### src/rtl/multi_alarm_controller.sv
// multi_alarm_controller: NUM_ALARMS independent daily alarms with snooze and ring
// timeout, merged into one registered buzzer plus per-channel status.
module multi_alarm_controller #(
   parameter int NUM_ALARMS       = 4,
   parameter int IDX_W            = 2,
   parameter int SNOOZE_SEC       = 5,
   parameter int RING_TIMEOUT_SEC = 60,
   parameter int MAX_SNOOZES      = 3
) (
   input  logic                    clk,
   input  logic                    reset,
   input  logic                    tick,
   input  logic [7:0]              cur_hour,
   input  logic [7:0]              cur_min,
   input  logic [7:0]              cur_sec,
   input  logic                    set_alarm,
   input  logic [IDX_W-1:0]        set_idx,
   input  logic [7:0]              set_hour,
   input  logic [7:0]              set_min,
   input  logic [7:0]              set_sec,
   input  logic                    set_enable,
   input  logic                    snooze,
   input  logic                    stop,
   output logic                    alarm_buzzer,
   output logic [NUM_ALARMS-1:0]   ringing,
   output logic [NUM_ALARMS-1:0]   armed,
   output logic [IDX_W-1:0]        active_idx,
   output logic                    set_err,
   output logic [2*NUM_ALARMS-1:0] dbg_state
);

   localparam int SC_W = (MAX_SNOOZES > 0) ? $clog2(MAX_SNOOZES + 1) : 1;

   typedef enum logic [1:0] {
      ST_DISABLED = 2'd0,
      ST_ARMED    = 2'd1,
      ST_RINGING  = 2'd2,
      ST_SNOOZED  = 2'd3
   } state_e;

   // Reset asserts asynchronously but releases only after two clean clock edges.
   logic [1:0] rst_sync_q;
   logic [1:0] rst_sync_d;
   logic       rst_n;

   assign rst_sync_d = {rst_sync_q[0], 1'b1};
   assign rst_n      = rst_sync_q[1];

   always_ff @(posedge clk or negedge reset) begin
      if (!reset) begin
         rst_sync_q <= '0;
      end else begin
         rst_sync_q <= rst_sync_d;
      end
   end

   state_e              state_q    [NUM_ALARMS];
   state_e              state_d    [NUM_ALARMS];
   logic [7:0]          hour_q     [NUM_ALARMS];
   logic [7:0]          hour_d     [NUM_ALARMS];
   logic [7:0]          min_q      [NUM_ALARMS];
   logic [7:0]          min_d      [NUM_ALARMS];
   logic [7:0]          sec_q      [NUM_ALARMS];
   logic [7:0]          sec_d      [NUM_ALARMS];
   logic [7:0]          ring_cnt_q [NUM_ALARMS];
   logic [7:0]          ring_cnt_d [NUM_ALARMS];
   logic [7:0]          snz_cnt_q  [NUM_ALARMS];
   logic [7:0]          snz_cnt_d  [NUM_ALARMS];
   logic [SC_W-1:0]     snz_num_q  [NUM_ALARMS];
   logic [SC_W-1:0]     snz_num_d  [NUM_ALARMS];

   logic                  buzzer_q,     buzzer_d;
   logic [NUM_ALARMS-1:0] ringing_q,    ringing_d;
   logic [NUM_ALARMS-1:0] armed_q,      armed_d;
   logic [IDX_W-1:0]      active_idx_q, active_idx_d;
   logic                  set_err_q,    set_err_d;
   logic                  load_ok;

   function automatic logic [7:0] sat_inc(input logic [7:0] v);
      return (v == 8'hFF) ? v : v + 8'd1;
   endfunction

   // Load strobe: set_alarm is sampled on every edge with no back-pressure; an
   // illegal time or channel index is dropped and answered by a one-cycle set_err.
   always_comb begin
      load_ok = set_alarm && (set_hour <= 8'd23) && (set_min <= 8'd59) &&
                (set_sec <= 8'd59) && (32'(set_idx) < NUM_ALARMS);
      set_err_d  = set_alarm && !load_ok;
      state_d    = state_q;
      hour_d     = hour_q;
      min_d      = min_q;
      sec_d      = sec_q;
      ring_cnt_d = ring_cnt_q;
      snz_cnt_d  = snz_cnt_q;
      snz_num_d  = snz_num_q;
      for (int k = 0; k < NUM_ALARMS; k++) begin
         if (load_ok && (32'(set_idx) == k)) begin
            hour_d[k]     = set_hour;
            min_d[k]      = set_min;
            sec_d[k]      = set_sec;
            state_d[k]    = set_enable ? ST_ARMED : ST_DISABLED;
            ring_cnt_d[k] = '0;
            snz_cnt_d[k]  = '0;
            snz_num_d[k]  = '0;
         end else begin
            case (state_q[k])
               ST_ARMED: begin
                  if (tick && (cur_hour == hour_q[k]) && (cur_min == min_q[k]) &&
                      (cur_sec == sec_q[k])) begin
                     state_d[k]    = ST_RINGING;
                     ring_cnt_d[k] = '0;
                     snz_num_d[k]  = '0;
                  end
               end
               ST_RINGING: begin
                  if (stop) begin
                     state_d[k] = ST_ARMED;
                  end else if (snooze) begin
                     if (32'(snz_num_q[k]) < MAX_SNOOZES) begin
                        state_d[k]   = ST_SNOOZED;
                        snz_cnt_d[k] = 8'(SNOOZE_SEC);
                        snz_num_d[k] = snz_num_q[k] + SC_W'(1);
                     end else begin
                        state_d[k] = ST_ARMED;
                     end
                  end else if (tick) begin
                     ring_cnt_d[k] = sat_inc(ring_cnt_q[k]);
                     if (sat_inc(ring_cnt_q[k]) >= 8'(RING_TIMEOUT_SEC)) begin
                        state_d[k] = ST_ARMED;
                     end
                  end
               end
               ST_SNOOZED: begin
                  if (stop) begin
                     state_d[k] = ST_ARMED;
                  end else if (tick) begin
                     if (snz_cnt_q[k] <= 8'd1) begin
                        state_d[k]    = ST_RINGING;
                        snz_cnt_d[k]  = '0;
                        ring_cnt_d[k] = '0;
                     end else begin
                        snz_cnt_d[k] = snz_cnt_q[k] - 8'd1;
                     end
                  end
               end
               default: ;
            endcase
         end
      end
   end

   // Status is decoded from the next state so the registered outputs line up with it.
   always_comb begin
      ringing_d    = '0;
      armed_d      = '0;
      active_idx_d = '0;
      for (int k = 0; k < NUM_ALARMS; k++) begin
         ringing_d[k] = (state_d[k] == ST_RINGING);
         armed_d[k]   = (state_d[k] != ST_DISABLED);
      end
      for (int k = NUM_ALARMS - 1; k >= 0; k--) begin
         if (ringing_d[k]) begin
            active_idx_d = IDX_W'(k);
         end
      end
      buzzer_d = |ringing_d;
   end

   always_ff @(posedge clk or negedge rst_n) begin
      if (!rst_n) begin
         for (int k = 0; k < NUM_ALARMS; k++) begin
            state_q[k]    <= ST_DISABLED;
            hour_q[k]     <= '0;
            min_q[k]      <= '0;
            sec_q[k]      <= '0;
            ring_cnt_q[k] <= '0;
            snz_cnt_q[k]  <= '0;
            snz_num_q[k]  <= '0;
         end
         buzzer_q     <= 1'b0;
         ringing_q    <= '0;
         armed_q      <= '0;
         active_idx_q <= '0;
         set_err_q    <= 1'b0;
      end else begin
         state_q      <= state_d;
         hour_q       <= hour_d;
         min_q        <= min_d;
         sec_q        <= sec_d;
         ring_cnt_q   <= ring_cnt_d;
         snz_cnt_q    <= snz_cnt_d;
         snz_num_q    <= snz_num_d;
         buzzer_q     <= buzzer_d;
         ringing_q    <= ringing_d;
         armed_q      <= armed_d;
         active_idx_q <= active_idx_d;
         set_err_q    <= set_err_d;
      end
   end

   always_comb begin
      dbg_state = '0;
      for (int k = 0; k < NUM_ALARMS; k++) begin
         dbg_state[2*k +: 2] = state_q[k];
      end
   end

   assign alarm_buzzer = buzzer_q;
   assign ringing      = ringing_q;
   assign armed        = armed_q;
   assign active_idx   = active_idx_q;
   assign set_err      = set_err_q;

endmodule

### config.mk
export PLATFORM = sky130hd
export DESIGN_NAME = multi_alarm_controller
export DESIGN_NICKNAME = d
export VERILOG_FILES = /design/src/rtl/multi_alarm_controller.sv
export SDC_FILE = /design/constraint.sdc
export NUM_CORES = 1
export LEC_CHECK = 0
export CAP_MARGIN = 20
export CORE_ASPECT_RATIO = 0.8
export CORE_MARGIN = 1
export CORE_UTILIZATION = 64
export CTS_CLUSTER_DIAMETER = 150
export DETAILED_ROUTE_END_ITERATION = 10
export PLACE_DENSITY_LB_ADDON = 0.2
export SLEW_MARGIN = 20
export SYNTH_ARGS = -nofsm -noshare
export SYNTH_HDL_FRONTEND = slang
export SYNTH_SLANG_ARGS = --single-unit
### constraint.sdc
create_clock -name clk -period 8.85 [get_ports clk]
set_input_delay 2.655 -clock clk [delete_from_list [all_inputs] [get_ports clk]]
set_output_delay 2.655 -clock clk [all_outputs]
set_load 0.01 [all_outputs]
# Yosys cells after proc, flatten, opt, wreduce, memory -nomap -nowiden
# Cells that the tools add are included.
dict set report word_totals {
  n_memories 0
  mem_bits_rw 0
  input_bits 57
  wordCells 328
  reg_bits 190
  out_inout_bits 20
  rom_bits 0
  latchBits 0
}
dict set report classes {
  n_mul 0
  reduce_logical 51
  div 0
  shift 0
  n_bitwise 0
  magnitude_cmp 15
  mux 145
  add_sub_neg 12
  n_eq_ne 71
}
# op count
set op_table {}
lappend op_table {{2-to-1 mux 8 bit} 64}
lappend op_table {{2-to-1 mux 2 bit} 64}
lappend op_table {{!= test 3 bit (second input constant)} 36}
lappend op_table {{equality test 8 bit} 12}
lappend op_table {{case mux 8 bit (3 select lines)} 4}
lappend op_table {{case mux 8 bit (2 select lines)} 4}
lappend op_table {{adder 8 x 1 -> 8 bit (second input constant)} 4}
lappend op_table {{equality test 8 bit (second input constant)} 4}
lappend op_table {{greater-or-equal comparator 8 x 6 -> 1 bit (second input constant)} 4}
lappend op_table {{less-or-equal comparator 8 x 1 -> 1 bit (second input constant)} 4}
lappend op_table {{AND reduction 8 bit} 4}
lappend op_table {{subtractor 8 x 1 -> 8 bit (second input constant)} 4}
lappend op_table {{equality test 2 bit (second input constant)} 14}
lappend op_table {{case mux 2 bit (3 select lines)} 4}
lappend op_table {{AND reduction 6 bit} 4}
lappend op_table {{nonzero test 3 bit} 8}
lappend op_table {{logical AND 1 bit} 20}
lappend op_table {{AND reduction 5 bit} 4}
lappend op_table {{less-or-equal comparator 8 x 6 -> 1 bit (second input constant)} 2}
lappend op_table {{case mux 2 bit (2 select lines)} 4}
lappend op_table {{nonzero test 4 bit} 4}
lappend op_table {{equality test 2 x 1 -> 1 bit (second input constant)} 5}
lappend op_table {{adder 2 x 1 -> 2 bit (second input constant)} 4}
lappend op_table {{less-or-equal comparator 8 x 5 -> 1 bit (second input constant)} 1}
lappend op_table {{6 further kinds} 12}

# Longest topological paths before layout
# Gate-level depths: netlist of run 1.
dict set report depth {
  depth_word 14
  depth_mapped 11
  ltp_nobuf 11
}

# Worst setup path after synthesis of run 1
# OpenSTA, ideal clock, no wires.
dict set report synth_timing {
  kind {input to register}
  from {input port cur_sec[6]}
  to {register ring_cnt_q[8] in the netlist's numbering}
  stages 8
  setup_time_ns 0.125
  setup_slack_ns 4.232
  required_ns 8.725
  n_path_buf 1
  arrival_ns 4.493
  path_cell_list {clkbuf_1 > xnor2_1 > nand4_1 > or4_1 > nor4_2 > nor3_2 > o21bai_1 > mux2_4}
}
dict set report synth_between {
  elab_chain_cells 4
}
# item line
set synth_lines {}
lappend synth_lines {{start, declared} 15} ;# input logic [7:0] cur_sec,
lappend synth_lines {{equality test 8 bit} 109} ;# (cur_sec == sec_q[k])) begin
lappend synth_lines {{logical AND 1 bit} 108} ;# if (tick && (cur_hour == hour_q[k]) && (cur_min == min_q[k]) &&
lappend synth_lines {{!= test 3 bit (no line)} n/a}
lappend synth_lines {{AND reduction 8 bit (no line)} n/a}
lappend synth_lines {{end signal, assigned} 190} ;# ring_cnt_q <= ring_cnt_d;
lappend synth_lines {{end, declared} 65} ;# logic [7:0] ring_cnt_q [NUM_ALARMS];
# Every way passes these cells.
# A chain may end at the register's enable or synchronous reset.

# Worst setup path after layout of run 1
dict set report layout_timing {
  from {input port set_idx[0]}
  to {register ring_cnt_q[0] in the netlist's numbering}
}
dict set report layout_between {
  elab_chain_cells 4
  elab_cells_between_ends 12
  cone_classes {eq/ne: 8; mux: 1; reduce/logical: 3}
}
# item line
set layout_lines {}
lappend layout_lines {{start, declared} 17} ;# input logic [IDX_W-1:0] set_idx,
lappend layout_lines {{equality test 2 bit (*)} 97} ;# if (load_ok && (32'(set_idx) == k)) begin
lappend layout_lines {{logical AND 1 bit (*)} 97}
lappend layout_lines {{!= test 3 bit (no line) / nonzero test 4 bit (equally long branches)} n/a}
lappend layout_lines {{AND reduction 8 bit (no line)} n/a}
# Mark *: on every way between the ends. The rest lies on a longest branch, timed or not.

==> reports/qor.yml, run 1 <==
status:
  status: "completed"
logic_synthesis:
  synth_ff_type: "dfrtp_1"
  netlist_instances: 1213
  yosysWarningCount: 0
  syn_area_per_cell_um2: 8.84
  synth_area_mm2: 0.0107
  ys_seq_area_frac: 0.444
  synth_edf_count: 0
  async_flop_share: 1.00
  ys_types: 78
  ys_seq_elements: 190
  syn-num-nets: 1294
grt:
  grt_antenna_before_repair: 0
  gr-total-overflow: 0
  grt_pass1_wl_um: 45000
  gr-usage-all-layers: 0.330
  grt_pass1_vias: 8806
  grt_max_degree: 189
floorplanning:
  die_area_mm2: 0.0173
  die_y_um: 118
  core_area_mm2: 0.0161
  die_w_um: 147
  row_count: 41
  num_io_pins: 77
  start_util: 0.668
pwr:
  leakagePower_nw: 5.44
  finalPower_mw: 2.64
  power_density_mw_per_mm2: 217
  peakVddDrop_v: 0.000182
detailed_routing:
  num_vias: 9257
  drt_iter0_drc: 996
  wirelength_um: 27400
  vias_per_cell: 6.23
  avgRoutedWirePerCell_um: 18.4
  ant_nets: 0
  first_pass_iters: 5
  drc: 0
critical_path:
  path_max_fanout: 31
  arrival_ps: 5800
  critical_path.startpoint: "set_idx[0]"
  critPathCapture: "ring_cnt_q[0]"
  reg2reg_from: "min_q[25]"
  cp-start-kind: "input port"
  endpoint_kind: "register"
  rrSetupSlack_ps: 5880
  worstSetupPathType: "in2reg"
  worstPathRequired_ps: 9180
  timing.rr.end: "ring_cnt_q[24]"
  reg2reg_depth: 7
timing:
  fin_tns_setup_ps: 0
  worst_pin_slew_ps: 1030
  rsz0062_at_grt: "no"
  fmax_mhz: 183
  setup_viol: 0
  period_needed_ps: 5470
  fin_crit_sh: 0.619
  finalHoldViolations: 0
  skew_ps: 16.0
  slew_viol_final: 0
  relSlewSlack: 0.315
clock_tree:
  cts-buffers-inserted: 17
  postCtsSetupBuffers: 0
  cts_tree: "done"
  htreeDepth: 4
  clockBufferDepth: 2
  cts-root-buf: "clkbuf_16"
  clock_sinks: 190
  clock_latency_ps: 440
  cts_hold_buf: 0
  cts.clk_slew.worst_paths_ps: 80
  ctsResizeCount: 0
placement:
  hpwl_um: 18900
  gp_congestion: 0.918
  io_buffer_count: 76
  placed_area_mm2: 0.0116
flow_run:
  drv_cap: 0
layout:
  finish.instance_area_mm2: 0.0122
  fill_cells: 1127
  area_growth_pct: 13.5
  antenna_cells: 0
  multi_input_area_mm2: 0.00557
  final_nets: 1340
  ff_latch_area_mm2: 0.00476
  drive_gt1_frac: 0.0605
worst_hold_path:
  min_path_type: "reg2reg"
-- routing by layer --
metal	share of wire	vias up	global-route usage
met4	0.022	0	0.107
met3	0.079	54	0.0698
met2	0.45	424	0.496
met1	0.45	4485	0.478
met5	0	-	0
li1	-	4294	-
-- cells in the mapped netlist, drive strengths merged (12+ instances only) --
| cell | n | area share |
|---|---|---|
| o21ai | 59 | 0.028 |
| dfrtp | 190 | 0.44 |
| nand4 | 40 | 0.023 |
| nand3 | 30 | 0.014 |
| a31oi | 23 | 0.015 |
| inv | 37 | 0.013 |
| nand2 | 273 | 0.096 |
| nor4 | 24 | 0.020 |
| nor2 | 77 | 0.027 |
| or3 | 12 | 0.0070 |
| nor3 | 27 | 0.013 |
| xor2 | 14 | 0.011 |
| and2 | 35 | 0.020 |
| xnor2 | 92 | 0.077 |
| a21oi | 41 | 0.019 |
| ha | 24 | 0.028 |
| clkbuf | 42 | 0.015 |
| buf | 15 | 0.0096 |
-- worst max-delay path, cell delays in order --
cell	delay (ps)
clkdlybuf4s50_1	740
inv_1	170
or4_2	1040
nand3b_1	570
a21boi_0	310
a21oi_1	110
a31o_1	200
-- logic make-up (layout without fill, tap and decap cells) --
| logic type | count (synthesis) | count (layout) | share of synthesized area |
|---|---|---|---|
| other cells | 1 | 1 | 0.000350 |
| xor+xnor | 106 | 106 | 0.0880 |
| simple gates | 582 | 582 | 0.264 |
| flops | 190 | 190 | 0.444 |
| fa+ha+maj | 24 | 24 | 0.0280 |
| compound gates | 205 | 205 | 0.127 |
| buf+inv | 94 | 153 | 0.0372 |
| mux | 11 | 11 | 0.0113 |
-- sequential cells by signal, summed over array words and instances (netlist names), 4 cells and up --
register / count
armed: 4
dbg_state: 8
hour_q: 32
min_q: 32
ring_cnt_q: 32
ringing: 4
sec_q: 32
snz_cnt_q: 32
snz_num_q: 8
-- through the flow --
stage | setup WS [ps] | utilization | hold slack (ps) | cells
after CTS | 3230 | 0.758 | 369 | 1487
after global routing | 3210 | 0.758 | 374 | 1487
after detailed placement | 2750 | 0.721 | 340 | 1455
after floorplan | 3160 | - | 331 | 1213
after global placement | 2850 | 0.721 | 339 | 1455
final | 3380 | 0.758 | 361 | 1487
-- power by group --
group / switching [mW] / leakage (nW) / internal (mW)
combinational: 0.480 / 2.58 / 0.335
sequential: 0.0996 / 2.57 / 0.957
clock: 0.387 / 0.292 / 0.381
total: 0.967 / 5.44 / 1.67
-- layout make-up --
cell class / instances / area share
clock buffers: 17 / 0.0350
clock inverters: 15 / 0.0142
inverters: 37 / 0.0114
multi-input cells: 929 / 0.458
flip-flops and latches: 190 / 0.391
well taps: 215 / 0.0221
repair buffers: 84 / 0.0685
-- how the worst min path moves through the flow --
stage	start	endpoint	slack, ps	depth (start not counted)
after floorplan	rst_sync_q[0]	rst_sync_q[1]	330	0
after global placement	rst_sync_q[0]	rst_sync_q[1]	340	0
after detailed placement	rst_sync_q[0]	rst_sync_q[1]	340	0
after CTS	rst_sync_q[0]	rst_sync_q[1]	370	0
after global routing	rst_sync_q[0]	rst_sync_q[1]	370	0
final	rst_sync_q[0]	rst_sync_q[1]	360	0
-- cell usage in the layout, fill, tap and decap left out, drive strengths merged, types with 9 or more instances in the layout --
cell type      count
xor2              14
inv               44
nor4              24
and3               9
and2              35
nor3              27
nand3             30
o31ai             11
clkbuf            17
a31oi             23
ha                24
xnor2             92
o21ai             59
or3               12
dfrtp            190
nand2            273
clkdlybuf4s50     76
nor2              77
or4                9
a21oi             41
nand4             40
nor2b             11
o22a              11
(Power assumes the default switching activity.)
==> run 2: changes to the inputs <==
--- a/config.mk
+++ b/config.mk
@@ -8,7 +8,7 @@
 export CAP_MARGIN = 20
 export CORE_ASPECT_RATIO = 0.8
 export CORE_MARGIN = 1
-export CORE_UTILIZATION = 64
+export CORE_UTILIZATION = 60
 export CTS_CLUSTER_DIAMETER = 150
 export DETAILED_ROUTE_END_ITERATION = 10
 export PLACE_DENSITY_LB_ADDON = 0.2
==> constraint.sdc (replaced) <==
create_clock -name clk -period 5.34 [get_ports clk]
set_input_delay 1.602 -clock clk [delete_from_list [all_inputs] [get_ports clk]]
set_output_delay 1.602 -clock clk [all_outputs]
set_load 0.01 [all_outputs]
==> run 2 against run 1 <==
  * Final area is 0.32% higher
  * Utilization is 5.8 points lower
  * First-iteration DRC count decreased by 21%
  * Die area is 6.6% higher
  * Non-clock buffer count is 6 higher
  * Register-to-register slack worse by 3400 ps
  * Sequential power increased by 66%
  * Highest routed layer unchanged
==> reports/qor.yml, run 2 (synthesis results as in run 1) <==
status:
  status: "completed"  # unchanged
pwr:
  power_density_mw_per_mm2: 360  # was 217 mW/mm²
  sw_frac_of_total: 0.357  # was 0.366
  intPower_mw: 2.83  # was 1.67 mW
  clkPwrFrac: 0.291  # about the same
  p_seq_frac: 0.401  # was 0.400
  combPwrFrac: 0.308  # was 0.309
  peakVddDrop_v: 0.000295  # was 0.000182 V
  switchingPower_mw: 1.57  # was 0.967 mW
  leakagePower_nw: 5.47  # was 5.44 nW
placement:
  io_buffer_count: 76  # unchanged
  hpwl_um: 19700  # was 18900 µm
  placed_cells: 1471  # was 1455
  place_ws_ps: 763  # was 2750 ps
  gp_congestion: 0.926  # was 0.918
grt:
  grt_pass1_vias: 8704  # was 8806
  grt_pass1_wl_um: 45100  # was 45000 µm
  gr-total-overflow: 0  # unchanged
  grt_max_degree: 90  # was 189
  gr-usage-all-layers: 0.321  # was 0.330
  grt_antenna_before_repair: 0  # unchanged
detailed_routing:
  ant_nets: 0  # unchanged
  first_pass_iters: 5  # unchanged
  drc: 0  # unchanged
  wirelength_um: 27600  # was 27400 µm
  drt_iter0_drc: 787  # was 996
  num_vias: 9129  # was 9257
  avgRoutedWirePerCell_um: 18.3  # was 18.4 µm
  vias_per_cell: 6.07  # was 6.23
critical_path:
  path_max_fanout: 14  # was 31
  timing.rr.end: "ring_cnt_q[24]"  # unchanged
  critPathMaxStageDelay_ps: 630  # was 1040 ps
  cp.depth: 8  # was 7
  cp_num_buf_inv: 1  # was 2
  path_cells: "clkdlybuf4s50_1 > xnor2_1 > nand4_1 > or4_1 > nor4_2 > nor3_2 > o21bai_1 > mux2_4"  # was clkdlybuf4s50_1 > inv_1 > or4_2 > nand3b_1 > a21boi_0 > a21oi_1 > a31o_1
  crit_path_top_delay_cell: "or4_1"  # was or4_2
  critical_path.startpoint: "cur_min[2]"  # was set_idx[0]
  reg2reg_depth: 7  # unchanged
  cp-start-kind: "input port"  # unchanged
  endpoint_kind: "register"  # unchanged
  reg2reg_from: "sec_q[29]"  # was min_q[25]
  critPathCapture: "ring_cnt_q[8]"  # was ring_cnt_q[0]
  rrSetupSlack_ps: 2520  # was 5880 ps
  worstPathRequired_ps: 5660  # was 9180 ps
  worstSetupPathType: "in2reg"  # unchanged
  crit_family: "simple AND/OR/NAND/NOR gates"  # unchanged
  arrival_ps: 4530  # was 5800 ps
timing:
  whs_ps: 358  # was 361 ps
  finalHoldViolations: 0  # unchanged
  relSlewSlack: 0.384  # was 0.315
  rsz0062_at_grt: "no"  # unchanged
  worst_pin_slew_ps: 918  # was 1030 ps
  period_needed_ps: 4200
  fin_ws_ps: 1140  # was 3380 ps
  fin_tns_setup_ps: 0  # unchanged
  skew_ps: 12.4  # was 16.0 ps
  slew_viol_final: 0  # unchanged
  fmax_mhz: 238
  setup_viol: 0  # unchanged
  fin_crit_sh: 0.787
clock_tree:
  clockBufferDepth: 2  # unchanged
  htreeDepth: 4  # unchanged
  cts.clk_slew.worst_paths_ps: 80  # about the same
  postCtsSetupBuffers: 0  # unchanged
  cts-buffers-inserted: 17  # unchanged
  cts_hold_buf: 0  # unchanged
  cts-root-buf: "clkbuf_16"  # unchanged
  clock_latency_ps: 450  # was 440 ps
  ctsResizeCount: 0  # unchanged
  cts_tree: "done"  # unchanged
  clock_sinks: 190  # unchanged
floorplanning:
  die_w_um: 151  # was 147 µm
  num_io_pins: 77  # unchanged
  die_y_um: 122  # was 118 µm
  core_area_mm2: 0.0174  # was 0.0161 mm²
  row_count: 43  # was 41
  start_util: 0.615  # was 0.668
  die_area_mm2: 0.0184  # was 0.0173 mm²
layout:
  layout_commonest_cell: "nand2_1"  # unchanged
  final_nets: 1346  # was 1340
  drive_gt1_frac: 0.0634  # was 0.0605
  final_cells: 1503  # was 1487
  most-common-layout-cells: "273 x nand2_1, 189 x dfrtp_1, 90 x xnor2_1"  # unchanged
  antenna_cells: 0  # unchanged
  area_growth_pct: 13.9  # was 13.5%
  fill_cells: 1357  # was 1127
worst_hold_path:
  min_path_type: "reg2reg"  # unchanged
flow_run:
  drv_cap: 0  # unchanged
-- run 2: worst register-to-register path: cells and delay by family (launching register included) --
| kind | cells | cell delay, ps |
|---|---|---|
| xor gates and xnor gates | 1 | 210 |
| DFF | 1 | 400 |
| muxes | 1 | 280 |
| and+or+nand+nor | 5 | 1810 |
-- run 2: area by class of cell --
cell class              count  area [µm²]  area share
clock buffers              20         457      0.0374
clock inverters            12         124      0.0101
inverters                  37         139      0.0114
multi-input cells         929        5570       0.456
flip-flops and latches    190        4760       0.390
well taps                 225         282      0.0231
repair buffers             90         878      0.0719
-- run 2: power groups by stage --
stage                     Combinational [mW]  Clock [mW]  Sequential, mW
after floorplan                        0.927           0            1.77
after CTS                               1.34        1.29            1.76
after global routing                    1.50        1.35            1.79
after detailed placement                1.32           0            1.78
final                                   1.35        1.28            1.76
after global placement                  1.28           0            1.78
-- run 2: worst min path at each step --
| stage | startpoint | endpoint | slack, ps | depth (start not counted) |
|---|---|---|---|---|
| final | rst_sync_q[0] | rst_sync_q[1] | 360 | 0 |
| after global routing | rst_sync_q[0] | rst_sync_q[1] | 370 | 0 |
| after global placement | rst_sync_q[0] | rst_sync_q[1] | 340 | 0 |
| after CTS | rst_sync_q[0] | rst_sync_q[1] | 360 | 0 |
| after detailed placement | rst_sync_q[0] | rst_sync_q[1] | 340 | 0 |
| after floorplan | rst_sync_q[0] | rst_sync_q[1] | 330 | 0 |
-- run 2: stage by stage --
stage                     instance area, µm²  power (mW)  utilization
after detailed placement               11600        3.10        0.667
after global routing                   12200        4.64        0.700
after CTS                              12200        4.38        0.700
final                                  12200        4.39        0.700
after floorplan                        10700        2.69            -
after global placement                 11600        3.06        0.667
-- run 2: routing by layer --
metal  global-route usage  share of wire  vias up
li1                     -              -     4291
met1                0.470           0.45     4424
met2                0.467           0.45      365
met3               0.0738          0.079       49
met4                0.109          0.023        0
met5                    0              0        -
==> run 3: changes to the inputs <==
--- a/config.mk
+++ b/config.mk
@@ -8,7 +8,7 @@
 export CAP_MARGIN = 20
 export CORE_ASPECT_RATIO = 0.8
 export CORE_MARGIN = 1
-export CORE_UTILIZATION = 60
+export CORE_UTILIZATION = 54
 export CTS_CLUSTER_DIAMETER = 150
 export DETAILED_ROUTE_END_ITERATION = 10
 export PLACE_DENSITY_LB_ADDON = 0.2
==> constraint.sdc (replaced) <==
create_clock -name clk -period 3.6 [get_ports clk]
set_input_delay 1.08 -clock clk [delete_from_list [all_inputs] [get_ports clk]]
set_output_delay 1.08 -clock clk [all_outputs]
set_load 0.01 [all_outputs]
==> run 3 against run 2 <==
  * Flip-flop and latch count unchanged
  * Clock skew about the same
  * Final area up 6.8%
  * Utilization down 2.1 points
  * Highest routed layer unchanged
  * Routed wire length up 5.4%
  * Sequential power up 48%
  * Power up 56%
  * Via count up 3.7%
==> reports/qor.yml, run 3 (synthesis results as in run 1) <==
status:
  status: "completed"  # unchanged
floorplanning:
  core_area_mm2: 0.0192  # was 0.0174 mm²
  row_count: 45  # was 43
  die_area_mm2: 0.0204  # was 0.0184 mm²
  die_y_um: 128  # was 122 µm
  num_io_pins: 77  # unchanged
  die_w_um: 160  # was 151 µm
  start_util: 0.558  # was 0.615
critical_path:
  endpoint_kind: "register"  # unchanged
  rrSetupSlack_ps: 930  # was 2520 ps
  path_max_fanout: 4  # was 14
  arrival_ps: 3760  # was 4530 ps
  worstPathRequired_ps: 3930  # was 5660 ps
  cp-start-kind: "input port"  # unchanged
  worstSetupPathType: "in2reg"  # unchanged
  reg2reg_depth: 11  # was 7
layout:
  final_nets: 1436  # was 1346
  antenna_cells: 0  # unchanged
  area_growth_pct: 21.7  # was 13.9%
  fill_cells: 1519  # was 1357
  multi_input_area_mm2: 0.00558  # was 0.00557 mm²
  drive_gt1_frac: 0.126  # was 0.0634
  finish.instance_area_mm2: 0.0130  # was 0.0122 mm²
  most-common-layout-cells: "273 x nand2_1, 189 x dfrtp_1, 99 x buf_4"  # was 273 x nand2_1, 189 x dfrtp_1, 90 x xnor2_1
  ff_latch_area_mm2: 0.00476  # unchanged
  layout_commonest_cell: "nand2_1"  # unchanged
pwr:
  power_density_mw_per_mm2: 526  # was 360 mW/mm²
  peakVddDrop_v: 0.000439  # was 0.000295 V
  leakagePower_nw: 5.94  # was 5.47 nW
  finalPower_mw: 6.86  # was 4.39 mW
flow_run:
  drv_cap: 0  # unchanged
clock_tree:
  clockBufferDepth: 2  # unchanged
  cts-root-buf: "clkbuf_16"  # unchanged
  cts_tree: "done"  # unchanged
  cts_hold_buf: 0  # unchanged
  htreeDepth: 4  # unchanged
  clock_latency_ps: 450  # about the same
  postCtsSetupBuffers: 0  # unchanged
  ctsResizeCount: 0  # unchanged
  cts-buffers-inserted: 17  # unchanged
  clock_sinks: 190  # unchanged
  cts.clk_slew.worst_paths_ps: 80  # about the same
grt:
  grt_max_degree: 67  # was 90
  grt_antenna_before_repair: 0  # unchanged
  gr-total-overflow: 0  # unchanged
  grt_pass1_vias: 9189  # was 8704
  gr-usage-all-layers: 0.302  # was 0.321
  grt_pass1_wl_um: 47900  # was 45100 µm
worst_hold_path:
  min_path_type: "reg2reg"  # unchanged
  holdPathStages: 0  # unchanged
timing:
  whs_ps: 361  # was 358 ps
  period_needed_ps: 3430
  finalHoldViolations: 0  # unchanged
  fmax_mhz: 291
  worst_pin_slew_ps: 887  # was 918 ps
  slew_viol_final: 0  # unchanged
  rsz0062_at_grt: "no"  # unchanged
  skew_ps: 12.6  # was 12.4 ps
  fin_crit_sh: 0.953
  setup_viol: 0  # unchanged
  relSlewSlack: 0.409  # was 0.384
detailed_routing:
  drc: 0  # unchanged
  wirelength_um: 29100  # was 27600 µm
  avgRoutedWirePerCell_um: 17.9  # was 18.3 µm
  num_vias: 9470  # was 9129
  vias_per_cell: 5.82  # was 6.07
  drt_iter0_drc: 925  # was 787
  first_pass_iters: 5  # unchanged
  ant_nets: 0  # unchanged
placement:
  hpwl_um: 21000  # was 19700 µm
  gp_congestion: 0.940  # was 0.926
  placed_area_mm2: 0.0124  # was 0.0116 mm²
  io_buffer_count: 76  # unchanged
[run 3: changes by cell type in the layout (fill, tap and decap cells not counted), moves of 2 or more]
cell,change
clkinv_4,-2
buf_12,+4
clkbuf_8,-2
buf_4,+86
inv_8,+3
clkinv_2,-2
clkinv_8,+4
[run 3: stage by stage]
stage	instances	setup slack, ps	TNS [ps]	utilization
after global routing	1626	9.49	0	0.679
after CTS	1626	104	0	0.679
after floorplan	1213	466	0	-
after detailed placement	1594	-336	-6740	0.646
after global placement	1594	-280	-5790	0.646
final	1626	169	0	0.679
[run 3: power by group]
group	switching [mW]	internal, mW	total [mW]
Sequential	0.260	2.35	2.61
Clock	0.967	1.08	2.05
Combinational	1.22	0.985	2.20
[run 3: final cells by class]
| type | instances | share of cell area |
|---|---|---|
| clock buffer | 17 | 0.0326 |
| clock inverter | 15 | 0.0166 |
| inverter | 37 | 0.0106 |
| multi-input combinational | 929 | 0.428 |
| sequential | 190 | 0.365 |
| tap | 258 | 0.0247 |
| timing repair buffer | 180 | 0.123 |
[run 3: path summary, 6_finish.rpt]
kind,start,end
max,cur_min[2],ring_cnt_q[8]
min,rst_sync_q[0],rst_sync_q[1]
max reg2reg,snz_cnt_q[16],alarm_buzzer
min reg2reg,rst_sync_q[0],rst_sync_q[1]
max in group asynchronous,rst_sync_q[1],dbg_state[2]
min in group asynchronous,rst_sync_q[1],min_q[16]
[run 3: routing by layer]
layer | vias to the layer above | wire length (µm) | share of wire | track usage
met1 | 4557 | 13400 | 0.46 | 0.421
met2 | 379 | 13000 | 0.45 | 0.475
met3 | 52 | 2050 | 0.071 | 0.0579
met4 | 0 | 602 | 0.021 | 0.0995
met5 | - | 0 | 0 | 0
li1 | 4482 | - | - | -
[run 3: worst max-delay path: stages]
cell and delay (ps):
clkdlybuf4s50_1 400, buf_4 170, xnor2_1 300, nand4_1 230, or4_1 630, nor4_2 250
buf_4 180, nor3_2 60, o21bai_1 190, mux2_4 270
